===== src/rtl/fast_frame_serializer_if.sv =====
// Byte-stream bundle between the encode pipeline, fast_frame_serializer and the transmit path.
// The serializer takes the slave modport; the producer/consumer side takes master.
interface fast_frame_serializer_if #(
   parameter int CH_NUM    = 3,
   parameter int MSG_BYTES = 33,
   parameter int LEN_BITS  = 6
);
   logic                            message_en_in;
   logic [CH_NUM*MSG_BYTES*8-1:0]   message_fast_in;
   logic [CH_NUM*LEN_BITS-1:0]      length_fast_in;
   logic                            byte_ready_in;
   logic [7:0]                      byte_out;
   logic                            byte_valid_out;
   logic                            sof_out;
   logic                            eof_out;
   logic                            busy_out;
   logic                            len_err_out;
   logic [15:0]                     drop_cnt_out;

   modport slave (
      input  message_en_in, message_fast_in, length_fast_in, byte_ready_in,
      output byte_out, byte_valid_out, sof_out, eof_out, busy_out, len_err_out, drop_cnt_out
   );

   modport master (
      output message_en_in, message_fast_in, length_fast_in, byte_ready_in,
      input  byte_out, byte_valid_out, sof_out, eof_out, busy_out, len_err_out, drop_cnt_out
   );
endinterface


===== src/rtl/fast_frame_serializer.sv =====
// Serialises one captured multi-channel FAST packet into HEAD, (LEN, BODY...)*, [CSUM], ETX bytes.
// Optional checksum byte enabled by defining FAST_CHECKSUM_EN.
module fast_frame_serializer #(
   parameter int          CH_NUM    = 3,
   parameter int          MSG_BYTES = 33,
   parameter int          LEN_BITS  = 6,
   parameter logic [7:0]  HEAD_BYTE = 8'h02,
   parameter logic [7:0]  ETX_BYTE  = 8'h03
) (
   input logic                   clk,
   input logic                   rst,
   fast_frame_serializer_if.slave bus
);
   localparam int                  CH_W    = (CH_NUM > 1) ? $clog2(CH_NUM) : 1;
   localparam logic [LEN_BITS-1:0] MSG_MAX = LEN_BITS'(MSG_BYTES);

   typedef enum logic [2:0] {
      IDLE,
      HEAD,
      LEN,
      BODY,
`ifdef FAST_CHECKSUM_EN
      CSUM,
`endif
      ETX
   } state_t;

   state_t               state_reg, state_next;
   logic [CH_W-1:0]      ch_reg, ch_next;
   logic [LEN_BITS-1:0]  idx_reg, idx_next;
   logic                 len_err_reg;
   logic [15:0]          drop_cnt_reg;

   logic [7:0]           msg_reg [CH_NUM][MSG_BYTES];
   logic [LEN_BITS-1:0]  len_reg [CH_NUM];

   logic [7:0]           raw_msg   [CH_NUM][MSG_BYTES];
   logic [LEN_BITS-1:0]  clamp_len [CH_NUM];
   logic [CH_NUM-1:0]    over_len;

   logic                 capture;
   logic                 hs;
   logic [7:0]           byte_mux;
   logic                 first_found, next_found;
   logic [CH_W-1:0]      first_ch, next_ch;

`ifdef FAST_CHECKSUM_EN
   logic [7:0]           csum_reg, csum_next;
`endif

   // Slice the flat input buses; byte 0 of a channel is the most significant byte of its slice.
   genvar gi, gj;
   generate
      for (gi = 0; gi < CH_NUM; gi++) begin : g_ch
         logic [LEN_BITS-1:0] raw_len;
         assign raw_len       = bus.length_fast_in[gi*LEN_BITS +: LEN_BITS];
         assign over_len[gi]  = (raw_len > MSG_MAX);
         assign clamp_len[gi] = over_len[gi] ? MSG_MAX : raw_len;
         for (gj = 0; gj < MSG_BYTES; gj++) begin : g_byte
            assign raw_msg[gi][gj] = bus.message_fast_in[gi*MSG_BYTES*8 + (MSG_BYTES-1-gj)*8 +: 8];
         end
      end
   endgenerate

   assign capture = (state_reg == IDLE) && bus.message_en_in;
   assign hs      = (state_reg != IDLE) && bus.byte_ready_in;

   // Lowest nonzero channel overall, and lowest nonzero channel above the current one.
   always_comb begin
      first_found = 1'b0;
      first_ch    = '0;
      next_found  = 1'b0;
      next_ch     = '0;
      for (int i = CH_NUM-1; i >= 0; i--) begin
         if (len_reg[i] != '0) begin
            first_found = 1'b1;
            first_ch    = CH_W'(i);
            if (CH_W'(i) > ch_reg) begin
               next_found = 1'b1;
               next_ch    = CH_W'(i);
            end
         end
      end
   end

   always_comb begin
      state_next = state_reg;
      ch_next    = ch_reg;
      idx_next   = idx_reg;
      byte_mux   = 8'h00;
      case (state_reg)
         IDLE: begin
            if (bus.message_en_in) begin
               state_next = HEAD;
               ch_next    = '0;
            end
         end
         HEAD: begin
            byte_mux = HEAD_BYTE;
            if (hs) begin
               if (first_found) begin
                  ch_next    = first_ch;
                  state_next = LEN;
               end else begin
`ifdef FAST_CHECKSUM_EN
                  state_next = CSUM;
`else
                  state_next = ETX;
`endif
               end
            end
         end
         LEN: begin
            byte_mux = 8'(len_reg[ch_reg]);
            if (hs) begin
               state_next = BODY;
               idx_next   = '0;
            end
         end
         BODY: begin
            byte_mux = msg_reg[ch_reg][idx_reg];
            if (hs) begin
               // Clamped length never reaches 2^LEN_BITS, so idx+1 cannot wrap.
               if ((idx_reg + LEN_BITS'(1)) == len_reg[ch_reg]) begin
                  if (next_found) begin
                     ch_next    = next_ch;
                     state_next = LEN;
                  end else begin
`ifdef FAST_CHECKSUM_EN
                     state_next = CSUM;
`else
                     state_next = ETX;
`endif
                  end
               end else begin
                  idx_next = idx_reg + LEN_BITS'(1);
               end
            end
         end
`ifdef FAST_CHECKSUM_EN
         CSUM: begin
            byte_mux = csum_reg;
            if (hs) state_next = ETX;
         end
`endif
         ETX: begin
            byte_mux = ETX_BYTE;
            if (hs) state_next = IDLE;
         end
         default: state_next = IDLE;
      endcase
   end

`ifdef FAST_CHECKSUM_EN
   always_comb begin
      csum_next = csum_reg;
      if (capture) begin
         csum_next = 8'h00;
      end else if (hs && (state_reg == LEN || state_reg == BODY)) begin
         csum_next = csum_reg ^ byte_mux;
      end
   end
`endif

   always_ff @(posedge clk) begin
      if (rst) begin
         state_reg    <= IDLE;
         ch_reg       <= '0;
         idx_reg      <= '0;
         len_err_reg  <= 1'b0;
         drop_cnt_reg <= '0;
`ifdef FAST_CHECKSUM_EN
         csum_reg     <= 8'h00;
`endif
      end else begin
         state_reg <= state_next;
         ch_reg    <= ch_next;
         idx_reg   <= idx_next;
`ifdef FAST_CHECKSUM_EN
         csum_reg  <= csum_next;
`endif
         if (capture) len_err_reg <= |over_len;
         if (bus.message_en_in && state_reg != IDLE && drop_cnt_reg != 16'hFFFF)
            drop_cnt_reg <= drop_cnt_reg + 16'd1;
      end
   end

   // Packet payload holding registers; only meaningful once captured, so no reset.
   always_ff @(posedge clk) begin
      if (capture) begin
         for (int i = 0; i < CH_NUM; i++) begin
            len_reg[i] <= clamp_len[i];
            for (int j = 0; j < MSG_BYTES; j++) begin
               msg_reg[i][j] <= raw_msg[i][j];
            end
         end
      end
   end

   assign bus.byte_out       = byte_mux;
   assign bus.byte_valid_out = (state_reg != IDLE);
   assign bus.sof_out        = (state_reg == HEAD);
   assign bus.eof_out        = (state_reg == ETX);
   assign bus.busy_out       = (state_reg != IDLE);
   assign bus.len_err_out    = len_err_reg;
   assign bus.drop_cnt_out   = drop_cnt_reg;

endmodule


===== src/flat_wrapper.sv =====
// flat-port wrapper written by rule: the top's interface ports become plain ports
module fast_frame_serializer_flat 
#(
   parameter int          CH_NUM    = 3,
   parameter int          MSG_BYTES = 33,
   parameter int          LEN_BITS  = 6,
   parameter logic [7:0]  HEAD_BYTE = 8'h02,
   parameter logic [7:0]  ETX_BYTE  = 8'h03
)
  (clk, rst, bus_message_en_in, bus_message_fast_in, bus_length_fast_in, bus_byte_ready_in, bus_byte_out, bus_byte_valid_out, bus_sof_out, bus_eof_out, bus_busy_out, bus_len_err_out, bus_drop_cnt_out);
  fast_frame_serializer_if #(.CH_NUM(CH_NUM), .MSG_BYTES(MSG_BYTES), .LEN_BITS(LEN_BITS)) bus_i ();
  input logic clk;
  input logic rst;
  input wire logic [$bits(bus_i.message_en_in)-1:0] bus_message_en_in;
  input wire logic [$bits(bus_i.message_fast_in)-1:0] bus_message_fast_in;
  input wire logic [$bits(bus_i.length_fast_in)-1:0] bus_length_fast_in;
  input wire logic [$bits(bus_i.byte_ready_in)-1:0] bus_byte_ready_in;
  output wire logic [$bits(bus_i.byte_out)-1:0] bus_byte_out;
  output wire logic [$bits(bus_i.byte_valid_out)-1:0] bus_byte_valid_out;
  output wire logic [$bits(bus_i.sof_out)-1:0] bus_sof_out;
  output wire logic [$bits(bus_i.eof_out)-1:0] bus_eof_out;
  output wire logic [$bits(bus_i.busy_out)-1:0] bus_busy_out;
  output wire logic [$bits(bus_i.len_err_out)-1:0] bus_len_err_out;
  output wire logic [$bits(bus_i.drop_cnt_out)-1:0] bus_drop_cnt_out;
  assign bus_i.message_en_in = bus_message_en_in;
  assign bus_i.message_fast_in = bus_message_fast_in;
  assign bus_i.length_fast_in = bus_length_fast_in;
  assign bus_i.byte_ready_in = bus_byte_ready_in;
  assign bus_byte_out = bus_i.byte_out;
  assign bus_byte_valid_out = bus_i.byte_valid_out;
  assign bus_sof_out = bus_i.sof_out;
  assign bus_eof_out = bus_i.eof_out;
  assign bus_busy_out = bus_i.busy_out;
  assign bus_len_err_out = bus_i.len_err_out;
  assign bus_drop_cnt_out = bus_i.drop_cnt_out;
  fast_frame_serializer #(.CH_NUM(CH_NUM), .MSG_BYTES(MSG_BYTES), .LEN_BITS(LEN_BITS), .HEAD_BYTE(HEAD_BYTE), .ETX_BYTE(ETX_BYTE)) u_core (.clk(clk), .rst(rst), .bus(bus_i));
endmodule

===== config.mk =====
export PLATFORM = sky130hd
export DESIGN_NAME = fast_frame_serializer_flat
export DESIGN_NICKNAME = d
export VERILOG_FILES = /design/src/rtl/fast_frame_serializer_if.sv /design/src/rtl/fast_frame_serializer.sv /design/src/flat_wrapper.sv
export SDC_FILE = /design/constraint.sdc
export NUM_CORES = 1
export LEC_CHECK = 0
export BUFFER_PORTS_ARGS = -buffer_cell sky130_fd_sc_hd__buf_2
export CAP_MARGIN = 20
export CELL_PAD_IN_SITES_DETAIL_PLACEMENT = 2
export CELL_PAD_IN_SITES_GLOBAL_PLACEMENT = 2
export CORE_AREA = 3 3 331 333
export CTS_CLUSTER_DIAMETER = 60
export DETAILED_ROUTE_END_ITERATION = 8
export DIE_AREA = 0 0 334 336
export PLACE_DENSITY_LB_ADDON = 0.2
export RECOVER_POWER = 50
export SLEW_MARGIN = 20
export SYNTH_ARGS = -nofsm -noshare
export SYNTH_HDL_FRONTEND = slang
export SYNTH_SLANG_ARGS = --single-unit

===== constraint.sdc =====
create_clock -name clk -period 23.3 [get_ports clk]
set_input_delay 1.165 -clock clk [delete_from_list [all_inputs] [get_ports clk]]
set_output_delay 1.165 -clock clk [all_outputs]
set_load 0.02 [all_outputs]

# After elaboration in Yosys (flattened, before gate mapping)
# Memories as Yosys holds them, arrays and structs flattened. A register that Yosys moved wholly into a read port is not among the register bits.
# Cells that the tools add are included.
op_classes:
  n_mux: 51
  magnitude_cmp: 7
  eq_ne: 15
  n_addsub: 2
  bitwise_logic: 1
  n_reduce_logical: 15
ops:
  columns: ["cell", "n"]
  rows:
  - ["binary-select mux 8 bit (select 6 bit)", 1]
  - ["2-to-1 mux 2 bit", 19]
  - ["2-to-1 mux 6 bit", 6]
  - ["case mux 8 bit (4 select lines)", 1]
  - ["2-to-1 mux 3 bit", 8]
  - ["> comparator 6 bit, second input constant", 3]
  - ["nonzero test 6 bit", 3]
  - ["adder 16 x 1 -> 16 bit, second input constant", 1]
  - ["2-to-1 mux 8 bit", 2]
  - ["inequality test 16 bit, second input constant", 1]
  - ["case mux 3 bit (5 select lines)", 1]
  - ["inequality test 2 x 1 -> 1 bit, second input constant", 7]
  - ["case mux 6 bit (2 select lines)", 1]
  - ["2-to-1 mux 1 bit", 11]
  - [">= comparator 7 bit, second input constant", 1]
  - ["NOT 6 -> 7 bit", 1]
  - ["AND reduction 7 bit", 1]
  - ["adder 6 x 1 -> 6 bit, second input constant", 1]
  - ["== test 3 x 2 -> 1 bit, second input constant", 2]
  - ["== test 6 bit", 1]
  - ["case mux 2 bit (3 select lines)", 1]
  - ["AND reduction 6 bit", 1]
  - ["nonzero test 3 bit", 2]
  - ["> comparator 1 x 2 -> 1 bit, first input constant", 2]
  - ["9 further kinds", 13]
word_totals:
  elab_cells: 98
  n_memories: 2
  reg_bits: 28
  mem_bits_rw: 810
  out_inout_bits: 29
  input_bits: 814
memory_table:
  columns: ["memory", "words", "word_bits", "rd", "rd_ports_with_merged_regs", "wr", "line", "rtl"]
  rows:
  - ["u_core.msg_reg", 3, 264, 1, 1, 3, "fast_frame_serializer.sv:34", "logic [7:0] msg_reg [CH_NUM][MSG_BYTES];"]
  - ["u_core.len_reg", 3, 6, 4, 1, 3, "fast_frame_serializer.sv:35", "logic [LEN_BITS-1:0] len_reg [CH_NUM];"]

# Depth between registers and ports, before layout
# Gate-level depths: netlist of run 1.
logic_depth:
  word_depth: 13
  ltp_mapped: 13
  ltp_nobuf: 7

# Worst setup path before layout of run 1
# OpenSTA, ideal clock, no wires.
synth_path:
  kind: "input to register"
  from: "input bus_message_en_in"
  to: "register (tool-made name)"
  required_ns: 23.171
  setup_time_ns: 0.129
  setup_slack_ns: 1.928
  cell_stages: 4
  arrival_time_ns: 21.243
  path_buffers: 0
  cell_sequence: "and3_1 a31o_2 o211ai_2 mux2i_1"
synth_rtl:
  columns: ["element", "line", "rtl"]
  rows:
  - ["from (decl)", "flat_wrapper.sv:14", "input wire logic [$bits(bus_i.message_en_in)-1:0] bus_message_en_in;"]

==> impl_metrics.csv, run 1 <==
group,metric,value,unit
worst_setup_path,cp-end-kind,"output pin",
routing,postRouteWirelength,138,mm
sta,setup_ws,17040,ps
worst_setup_path,path_cells,"buf_4 > mux4_2 > nor2_1 > a2111oi_2 > a2111oi_0 > o41ai_1 > buf_2",
synthesis,synth-xor-area-share,0.00492,
clock_network,cts_buffer_depth,3,
floorplanning,start_util,0.317,
synthesis,ys.flop_type,"edfxtp_1",
place,gp_congestion,0.841,
sta,tightest_slew,2000,ps
clock_network,cts_buffers,105,
sta,hold_viol,0,
place,post-place-ws,17650,ps
worst_setup_path,r2r-start,"u_core.state_reg[0]",
cells_and_area,layout-drive-gt1-share,0.368,
cells_and_area,largest_reg_flops,792,
synthesis,avgSynthCellArea,17.3,um2
sta,fin_setup_tns,0,ps
power_and_ir_drop,irDropWorstVdd,0.0000721,V
sta,finalCritPeriodShare,0.269,
cells_and_area,layout.nets,3634,
routing,drtIter0Drc,1500,
synthesis,syn-num-nets,2776,
synthesis,synth_top_family_by_area,"multiplexers",
sta,whs,533,ps
clock_network,ctsResizeCount,0,
grt,grt_pass1_wl,189,mm
sta,fin_worst_skew,18.5,ps
floorplanning,row_count,120,
synthesis,synth_cells,1960,
worst_setup_path,critPathSlowestCell,"dfxtp_4",
routing,drtPass1Iterations,5,
place,hpwl,105,mm
routing,final_antenna_net_count,0,
power_and_ir_drop,p_per_area,103,nW/um2
clock_network,clk_pin_slew_worst_paths,50,ps
grt,antenna_found_initial,106,
worst_setup_path,max_stage_delay,870,ps
flow_run,drv_cap,1,
floorplanning,io_pins,843,
min_path,holdPathStages,2,
sta,setup_violations,0,
synthesis,ys_top_cells_by_area,"edfxtp_1 (72%), mux4_2 (5.6%), mux2i_1 (5.1%)",
sta,maxSlewHeadroom,-0.333,
clock_network,numClockSinks,840,
synthesis,yosysWarnings,0,
routing,routedWlPerCell,31.8,um
outcome,outcome,"finished, violations left",
clock_network,worstSkewPairLatency,700,ps
worst_setup_path,worst_ep_arrival_time,5090,ps
synthesis,async_flop_share,0,
worst_setup_path,r2r_end,"u_core.msg_reg[2][153]",
grt,grt_pass1_vias,24405,
routing,vias_per_cell,5.08,
synthesis,synth-seq-cells,840,
power_and_ir_drop,finalPower,0.00441,W
routing,drc,0,
synthesis,synthAdderAreaFrac,0.000739,
synthesis,synth_compound_area_frac,0.0610,
cells_and_area,syn2layout_area_growth,26.3,%
worst_setup_path,required,22140,ps
worst_setup_path,reg2reg_depth,6,
worst_setup_path,r2r_setup_slack,17740,ps
synthesis,ys_seq_area_frac,0.736,
grt,gr-usage-all-layers,0.241,
sta,period_needed,6260,ps
synthesis,synth_area_leader_cell,"edfxtp_1",
worst_setup_path,path_buf_inv,2,
sta,rsz0062_at_grt,"no",
min_path,min_path_type,"reg -> reg",
worst_setup_path,crit_fanout,42,
routing,via_count,22075,
sta,slew_viol_final,42,
synthesis,synth_edf_count,810,
worst_setup_path,critPathLaunchType,"register",
floorplanning,die_area,112000,um2
clock_network,cts_tree,"yes",
place,io_buffers,842,
worst_setup_path,cp.depth,7,
floorplanning,die_h,336,um
worst_setup_path,setup.worst_path.class,"reg -> out",
clock_network,cts_root_buf,"clkbuf_16",
synthesis,synth_area,33900,um2
cells_and_area,final_util,0.400,
grt,grt_overflow,0,
synthesis,synthMuxAreaShare,0.126,
grt,grt_max_degree,173,
clock_network,htree_levels,3,
floorplanning,core_area,107000,um2
worst_setup_path,crit_family,"compound AO/OA/AOI/OAI gates",
worst_setup_path,critPathCapture,"bus_byte_out[4]",
synthesis,synth_top_area_share,0.719,
synthesis,synth-simple-area-share,0.0488,
clock_network,cts_setup_buffers,0,
clock_network,cts_hold_buf,0,
power_and_ir_drop,p_leak,14.9,nW
outcome,violations,"max-capacitance violations, max-slew violations",
synthesis,synth_cell_type_count,78,
floorplanning,fp.dieW,334,um
sta,fmax,160,MHz
==> cell usage after synthesis (10+ instances only) <==
library cell	n
nand4_1	12
nor4_1	12
mux2_2	49
a211oi_1	22
o21ai_0	63
o2111ai_1	13
clkbuf_1	51
xnor2_1	11
o211ai_1	27
buf_1	10
nor2_1	85
o22ai_1	19
nor2b_1	23
buf_2	32
mux2i_1	172
a22oi_1	15
nand3_1	25
edfxtp_1	810
nand2b_1	16
dfxtp_1	30
nor3_1	27
nand2_1	106
a21oi_1	77
and3_1	11
buf_6	18
mux4_2	84
==> area by class of cell <==
type | instances | area, um2
Inverter | 10 | 40.0
Timing Repair Buffer | 874 | 4350
Multi-Input combinational cell | 987 | 8210
Antenna cell | 44 | 110
Tap cell | 1403 | 1760
Clock inverter | 70 | 632
Sequential cell | 840 | 24900
Clock buffer | 118 | 2710
Fill cell | 10743 | 64200
==> cell usage in the layout (no fill, tap or decap), drive strengths merged, types with 13 or more instances in the layout <==
| master | n |
|---|---|
| nand2b | 16 |
| nand2 | 106 |
| edfxtp | 810 |
| diode | 44 |
| inv | 17 |
| a21oi | 78 |
| nor3 | 27 |
| a22oi | 15 |
| mux4 | 84 |
| o211ai | 28 |
| o22ai | 19 |
| nor2b | 23 |
| o21ai | 66 |
| a211oi | 23 |
| nor2 | 85 |
| nand3 | 25 |
| mux2i | 174 |
| clkbuf | 246 |
| dfxtp | 30 |
| mux2 | 54 |
| clkinv | 50 |
| o2111ai | 13 |
| buf | 746 |
==> routing by layer <==
layer	wire length, um	vias up	part of all wire	track usage
li1	-	9632	-	-
met1	53000	11337	0.38	0.287
met2	72400	786	0.52	0.431
met3	8830	286	0.064	0.0587
met4	3970	34	0.029	0.0695
met5	221	-	0.0016	0
==> worst min-delay path by stage <==
stage / slack (ps) / startpoint / end
after global routing: 560 / u_core.ch_reg[0] / u_core.ch_reg[0]
after CTS: 530 / u_core.ch_reg[1] / register
final: 530 / u_core.ch_reg[1] / register
after floorplan: 470 / u_core.ch_reg[0] / register
after detailed placement: 520 / u_core.ch_reg[1] / register
after global placement: 500 / u_core.ch_reg[1] / register
==> report_power, final <==
group          switching (W)  leakage (nW)  total (W)  internal, W
combinational       0.000431          5.33   0.000626     0.000195
sequential          0.000117          7.97    0.00220      0.00208
clock               0.000661          1.63    0.00159     0.000925
==> stage by stage <==
step / instances / instance area [um2]
global placement: 4113 / 39400
CTS: 4301 / 42800
finish: 4346 / 42700
detailed placement: 4113 / 39400
floorplan: 1960 / 33900
global route: 4327 / 42700
==> cells by family (layout without fill, tap and decap cells) <==
kind of cell	Yosys count	after routing
AO/OA/AOI/OAI	311	311
XOR/XNOR	19	19
adder cells (fa/ha/maj)	2	2
buffers and inverters	133	1072
flip-flops	840	840
multiplexers	312	312
other	0	44
AND/OR/NAND/NOR	343	343
==> worst min-delay path, stage by stage (launching register included) <==
cell and delay, ps:
dfxtp_1 330, nand2_1 90, mux2i_1 70
Power figures use the tool's default switching activity.
==> run 2: changes to the inputs <==
Clock period 23.3 ns to 6.4 ns, I/O delays scaled along.
==> run 2 against run 1 <==
Against the previous run: the run still ends with max-capacitance violations, max-slew violations left; sequential cell count unchanged; critical path depth up 1; worst hold slack worse by 460 ps; power rose to 3.8 times the previous value; worst setup slack worse by 16000 ps; highest routed layer unchanged.
==> impl_metrics.csv, run 2 (same netlist as run 1, synthesis figures left out) <==
group,metric,value,unit
outcome,outcome,"finished, violations left",
outcome,violations,"max-capacitance violations, max-slew violations",
grt,antenna_found_initial,52,
routing,postRouteWirelength,175,mm
sta,rsz0062_at_grt,"no",
flow_run,drv_cap,1,
grt,grt_pass1_vias,30480,
routing,drtIter0Drc,2402,
floorplanning,io_pins,843,
routing,final_antenna_net_count,0,
grt,top_usage_layer,"met2",
floorplanning,die_area,112000,um2
worst_setup_path,setup.worst_path.class,"reg -> out",
grt,grt_max_degree,176,
clock_network,cts_root_buf,"clkbuf_16",
sta,finalCritPeriodShare,0.759,
cells_and_area,largest_reg_flops,792,
power_and_ir_drop,p_per_area,332,nW/um2
routing,via_count,26650,
worst_setup_path,required,6080,ps
clock_network,cts_buffers,99,
cells_and_area,final_common_cell,"dlygate4sd3_1",
worst_setup_path,cp-end-kind,"output pin",
sta,setup_violations,0,
routing,vias_per_cell,5.16,
cells_and_area,syn2layout_area_growth,49.3,%
min_path,min_path_type,"in -> reg",
clock_network,cts_tree,"yes",
worst_setup_path,worst_ep_arrival_time,4540,ps
sta,fmax,206,MHz
clock_network,htree_levels,3,
floorplanning,die_h,336,um
power_and_ir_drop,irDropWorstVdd,0.000250,V
floorplanning,core_area,107000,um2
sta,fin_setup_tns,0,ps
routing,routedWlPerCell,33.8,um
clock_network,ctsResizeCount,0,
floorplanning,start_util,0.317,
cells_and_area,final_cell_mix,"dlygate4sd3_1 (811), edfxtp_1 (810), buf_2 (463), clkbuf_1 (390), mux2i_1 (172)",
worst_setup_path,critPathLaunchType,"register",
routing,drc,0,
cells_and_area,layout-drive-gt1-share,0.221,
clock_network,cts_buffer_depth,3,
sta,setup_ws,1540,ps
routing,drtPass1Iterations,5,
sta,period_needed,4860,ps
place,dp.cells,4120,
place,hpwl,106,mm
cells_and_area,multi_input_area,8210,um2
sta,tightest_slew,1940,ps
grt,grt_pass1_wl,239,mm
grt,grtUsageMet2,0.569,
place,io_buffers,842,
sta,maxSlewHeadroom,-0.295,
cells_and_area,fin_cells,5167,
cells_and_area,seq_area,24900,um2
clock_network,worstSkewPairLatency,700,ps
grt,grtUsageMet1,0.335,
clock_network,cts_setup_buffers,0,
sta,whs,72.9,ps
power_and_ir_drop,p_leak,17.6,nW
clock_network,cts_hold_buf,811,
clock_network,numClockSinks,840,
cells_and_area,n_fill_cell,10396,
floorplanning,row_count,120,
place,post-place-ws,2060,ps
worst_setup_path,crit_fanout,49,
sta,fin_worst_skew,53.0,ps
floorplanning,fp.dieW,334,um
power_and_ir_drop,finalPower,0.0168,W
sta,hold_viol,0,
grt,met3_usage,0.0502,
grt,gr-usage-all-layers,0.303,
cells_and_area,layout.nets,4446,
sta,slew_viol_final,37,
clock_network,clk_pin_slew_worst_paths,60,ps
grt,grt_overflow,0,
place,gp_congestion,0.848,
-- run 2: cell count changes in the layout (fill, tap and decap cells not counted), sizes merged --
cell,previous run,this run
dlygate4sd3,0,811
clkbuf,246,501
buf,746,503
diode,44,52
inv,17,12
clkinv,50,48
clkinvlp,5,3
bufinv,8,7
-- run 2: critical path: stages, from the launching register on --
cell	delay [ps]
dfxtp_4	940
buf_12	360
mux2_2	390
mux4_2	590
a21oi_1	490
nand3_1	140
nor3_1	370
o22ai_1	220
buf_2	210
-- run 2: final timing paths --
kind                                   start                    endpoint  slack, ps  cells after the start
setup reg to reg         u_core.state_reg[1]      u_core.msg_reg[2][117]       2310                      5
hold / removal         bus_length_fast_in[8]        u_core.len_reg[1][2]         70                      2
setup / recovery                    register             bus_byte_out[6]       1540                      8
hold reg to reg   u_core.bus.drop_cnt_out[8]  u_core.bus.drop_cnt_out[8]        550                      2
-- run 2: cell type report --
class                   instances  area share
repair buffers               1692       0.243
flip-flops and latches        840       0.494
clock buffers                 123      0.0514
inverters                      10    0.000792
diodes                         52     0.00257
well taps                    1403      0.0347
clock inverters                60      0.0112
multi-input cells             987       0.162
-- run 2: metrics by stage --
stage,utilization,cell area (um2)
after CTS,0.476,50900
after global placement,0.370,39600
after detailed placement,0.370,39600
final,0.473,50500
after global routing,0.472,50500
after floorplan,-,33900
-- run 2: power breakdown --
part	internal (W)	total (W)	switching [W]
Clock	0.00319	0.00578	0.00259
Sequential	0.00759	0.00812	0.000537
Combinational	0.00104	0.00287	0.00182
-- run 2: layer usage --
| layer | vias up | share of wire | wire (um) |
|---|---|---|---|
| li1 | 11255 | - | - |
| met1 | 13794 | 0.36 | 62400 |
| met2 | 1228 | 0.54 | 94100 |
| met3 | 365 | 0.053 | 9180 |
| met4 | 8 | 0.051 | 8960 |
| met5 | - | 0.00029 | 51 |
==> run 3: changes to the inputs <==
Clock period 6.4 ns to 5.1 ns, I/O delays scaled along.
==> run 3 against run 2 <==
Against the previous run: the flow still finishes with violations (max-capacitance violations, max-slew violations); clock power is 26% higher; power is 26% higher; highest routed layer unchanged; core utilization hardly changed; design area hardly changed; cell count is 0.17% lower.
==> impl_metrics.csv, run 3 (same netlist as run 1, synthesis figures left out) <==
group,metric,value,unit
clock_network,ctsResizeCount,0,
clock_network,clk_pin_slew_worst_paths,60,ps
floorplanning,io_pins,843,
worst_setup_path,worst_ep_arrival_time,4620,ps
power_and_ir_drop,power_switching_share,0.297,
sta,rsz0062_at_grt,"no",
sta,whs,103,ps
place,dp.cells,4121,
sta,period_needed,4880,ps
worst_setup_path,path_buf_inv,4,
routing,drc,0,
grt,grt_pass1_wl,238,mm
cells_and_area,layout-drive-gt1-share,0.220,
sta,finalCritPeriodShare,0.956,
power_and_ir_drop,sequentialPowerShare,0.483,
worst_setup_path,setup.worst_path.class,"reg -> out",
power_and_ir_drop,power_frac_comb,0.173,
worst_setup_path,path_cells,"clkinv_1 > buf_4 > mux4_2 > a211oi_1 > buf_4 > o31ai_1 > o22ai_1 > buf_2",
floorplanning,core_area,107000,um2
cells_and_area,largest_reg_flops,792,
routing,vias_per_cell,5.12,
grt,gr-usage-all-layers,0.302,
floorplanning,fp.dieW,334,um
outcome,outcome,"finished, violations left",
routing,final_antenna_net_count,0,
clock_network,worstSkewPairLatency,700,ps
sta,tightest_slew,2920,ps
sta,fin_setup_tns,0,ps
sta,fmax,205,MHz
clock_network,cts_hold_buf,814,
power_and_ir_drop,p_int,0.0148,W
power_and_ir_drop,finalPower,0.0211,W
routing,via_count,26386,
grt,grt_max_degree,167,
cells_and_area,final_cell_mix,"dlygate4sd3_1 (814), edfxtp_1 (810), buf_2 (473), clkbuf_1 (379), mux2i_1 (172)",
floorplanning,row_count,120,
worst_setup_path,cpMostUsedCell,"buf_4",
clock_network,numClockSinks,840,
routing,drtIter0Drc,2329,
grt,antenna_found_initial,49,
floorplanning,start_util,0.317,
clock_network,cts_tree,"yes",
worst_setup_path,critPathLaunchType,"register",
place,hpwl,108,mm
power_and_ir_drop,switching_power,0.00627,W
power_and_ir_drop,p_clk_frac,0.344,
sta,maxSlewHeadroom,-0.948,
routing,postRouteWirelength,174,mm
worst_setup_path,crit_fanout,32,
worst_setup_path,critPathSlowestCell,"dfxtp_4",
sta,setup_violations,0,
flow_run,drv_cap,1,
power_and_ir_drop,p_per_area,418,nW/um2
cells_and_area,final_util,0.473,
cells_and_area,layout.nets,4452,
grt,grt_pass1_vias,30270,
grt,grt_overflow,0,
sta,hold_viol,0,
clock_network,cts_buffers,102,
clock_network,htree_levels,3,
worst_setup_path,crit_family,"buffers and inverters",
worst_setup_path,required,4850,ps
clock_network,cts_buffer_depth,3,
power_and_ir_drop,p_leak,17.6,nW
cells_and_area,syn2layout_area_growth,49.3,%
floorplanning,die_h,336,um
power_and_ir_drop,irDropWorstVdd,0.000266,V
clock_network,cts_root_buf,"clkbuf_16",
worst_setup_path,max_stage_delay,770,ps
sta,fin_worst_skew,27.8,ps
routing,routedWlPerCell,33.8,um
worst_setup_path,cp-end-kind,"output pin",
clock_network,cts_setup_buffers,0,
sta,slew_viol_final,41,
place,gp_congestion,0.826,
routing,drtPass1Iterations,6,
cells_and_area,final_common_cell,"dlygate4sd3_1",
min_path,min_path_type,"in -> reg",
floorplanning,die_area,112000,um2
outcome,violations,"max-capacitance violations, max-slew violations",
place,io_buffers,842,
cells_and_area,fin_cells,5158,
run 3: cell count changes in the layout (fill, tap and decap cells not counted), sizes merged, moves of 3 or more:
cell / previous run / this run
inv: 12 / 16
diode: 52 / 39
buf: 503 / 514
clkbuf: 501 / 492
bufinv: 7 / 4
dlygate4sd3: 811 / 814
run 3: power groups by stage:
stage / combinational (W) / clock [W] / sequential (W)
5_1_grt: 0.00386 / 0.00763 / 0.0103
3_3_place_gp: 0.00295 / 0 / 0.0101
2_1_floorplan: 0.00161 / 0 / 0.0103
3_5_place_dp: 0.00303 / 0 / 0.0101
4_1_cts: 0.00359 / 0.00709 / 0.0100
6_report: 0.00365 / 0.00727 / 0.0102
run 3: metrics by stage:
step	setup WS, ps	area, um2
6_report	222	50500
5_1_grt	108	50500
4_1_cts	192	50900
3_5_place_dp	961	39600
3_3_place_gp	1020	39600
2_1_floorplan	-1900	33900
run 3: cell type report:
| class | instances | area (um2) |
|---|---|---|
| fillers | 10352 | 56400 |
| flip-flops and latches | 840 | 24900 |
| diodes | 39 | 97.6 |
| repair buffers | 1695 | 12300 |
| clock buffers | 125 | 2720 |
| multi-input cells | 987 | 8210 |
| inverters | 10 | 40.0 |
| well taps | 1403 | 1760 |
| clock inverters | 59 | 429 |
run 3: path summary, 6_finish.rpt:
| path | startpoint | to | slack [ps] | cells past startpoint |
|---|---|---|---|---|
| max | u_core.idx_reg[1] | bus_byte_out[6] | 220 | 8 |
| min | rst | u_core.bus.drop_cnt_out[0] | 100 | 2 |
| max reg2reg | u_core.state_reg[0] | u_core.msg_reg[1][48] | 500 | 4 |
| min reg2reg | u_core.bus.len_err_out | u_core.bus.len_err_out | 530 | 2 |
run 3: per-layer routing:
layer  vias up  global-route usage  share of wire
li1      11259                   -              -
met1     13530               0.336           0.36
met2      1223               0.564           0.53
met3       362              0.0580          0.053
met4        12               0.124          0.051
met5         -                   0        0.00042
run 3: worst register-to-register path, cell delays in order (launching register included):
cell and delay, ps:
dfxtp_1 310, clkbuf_1 410, nor2_1 330, and3_1 2180, buf_4 940
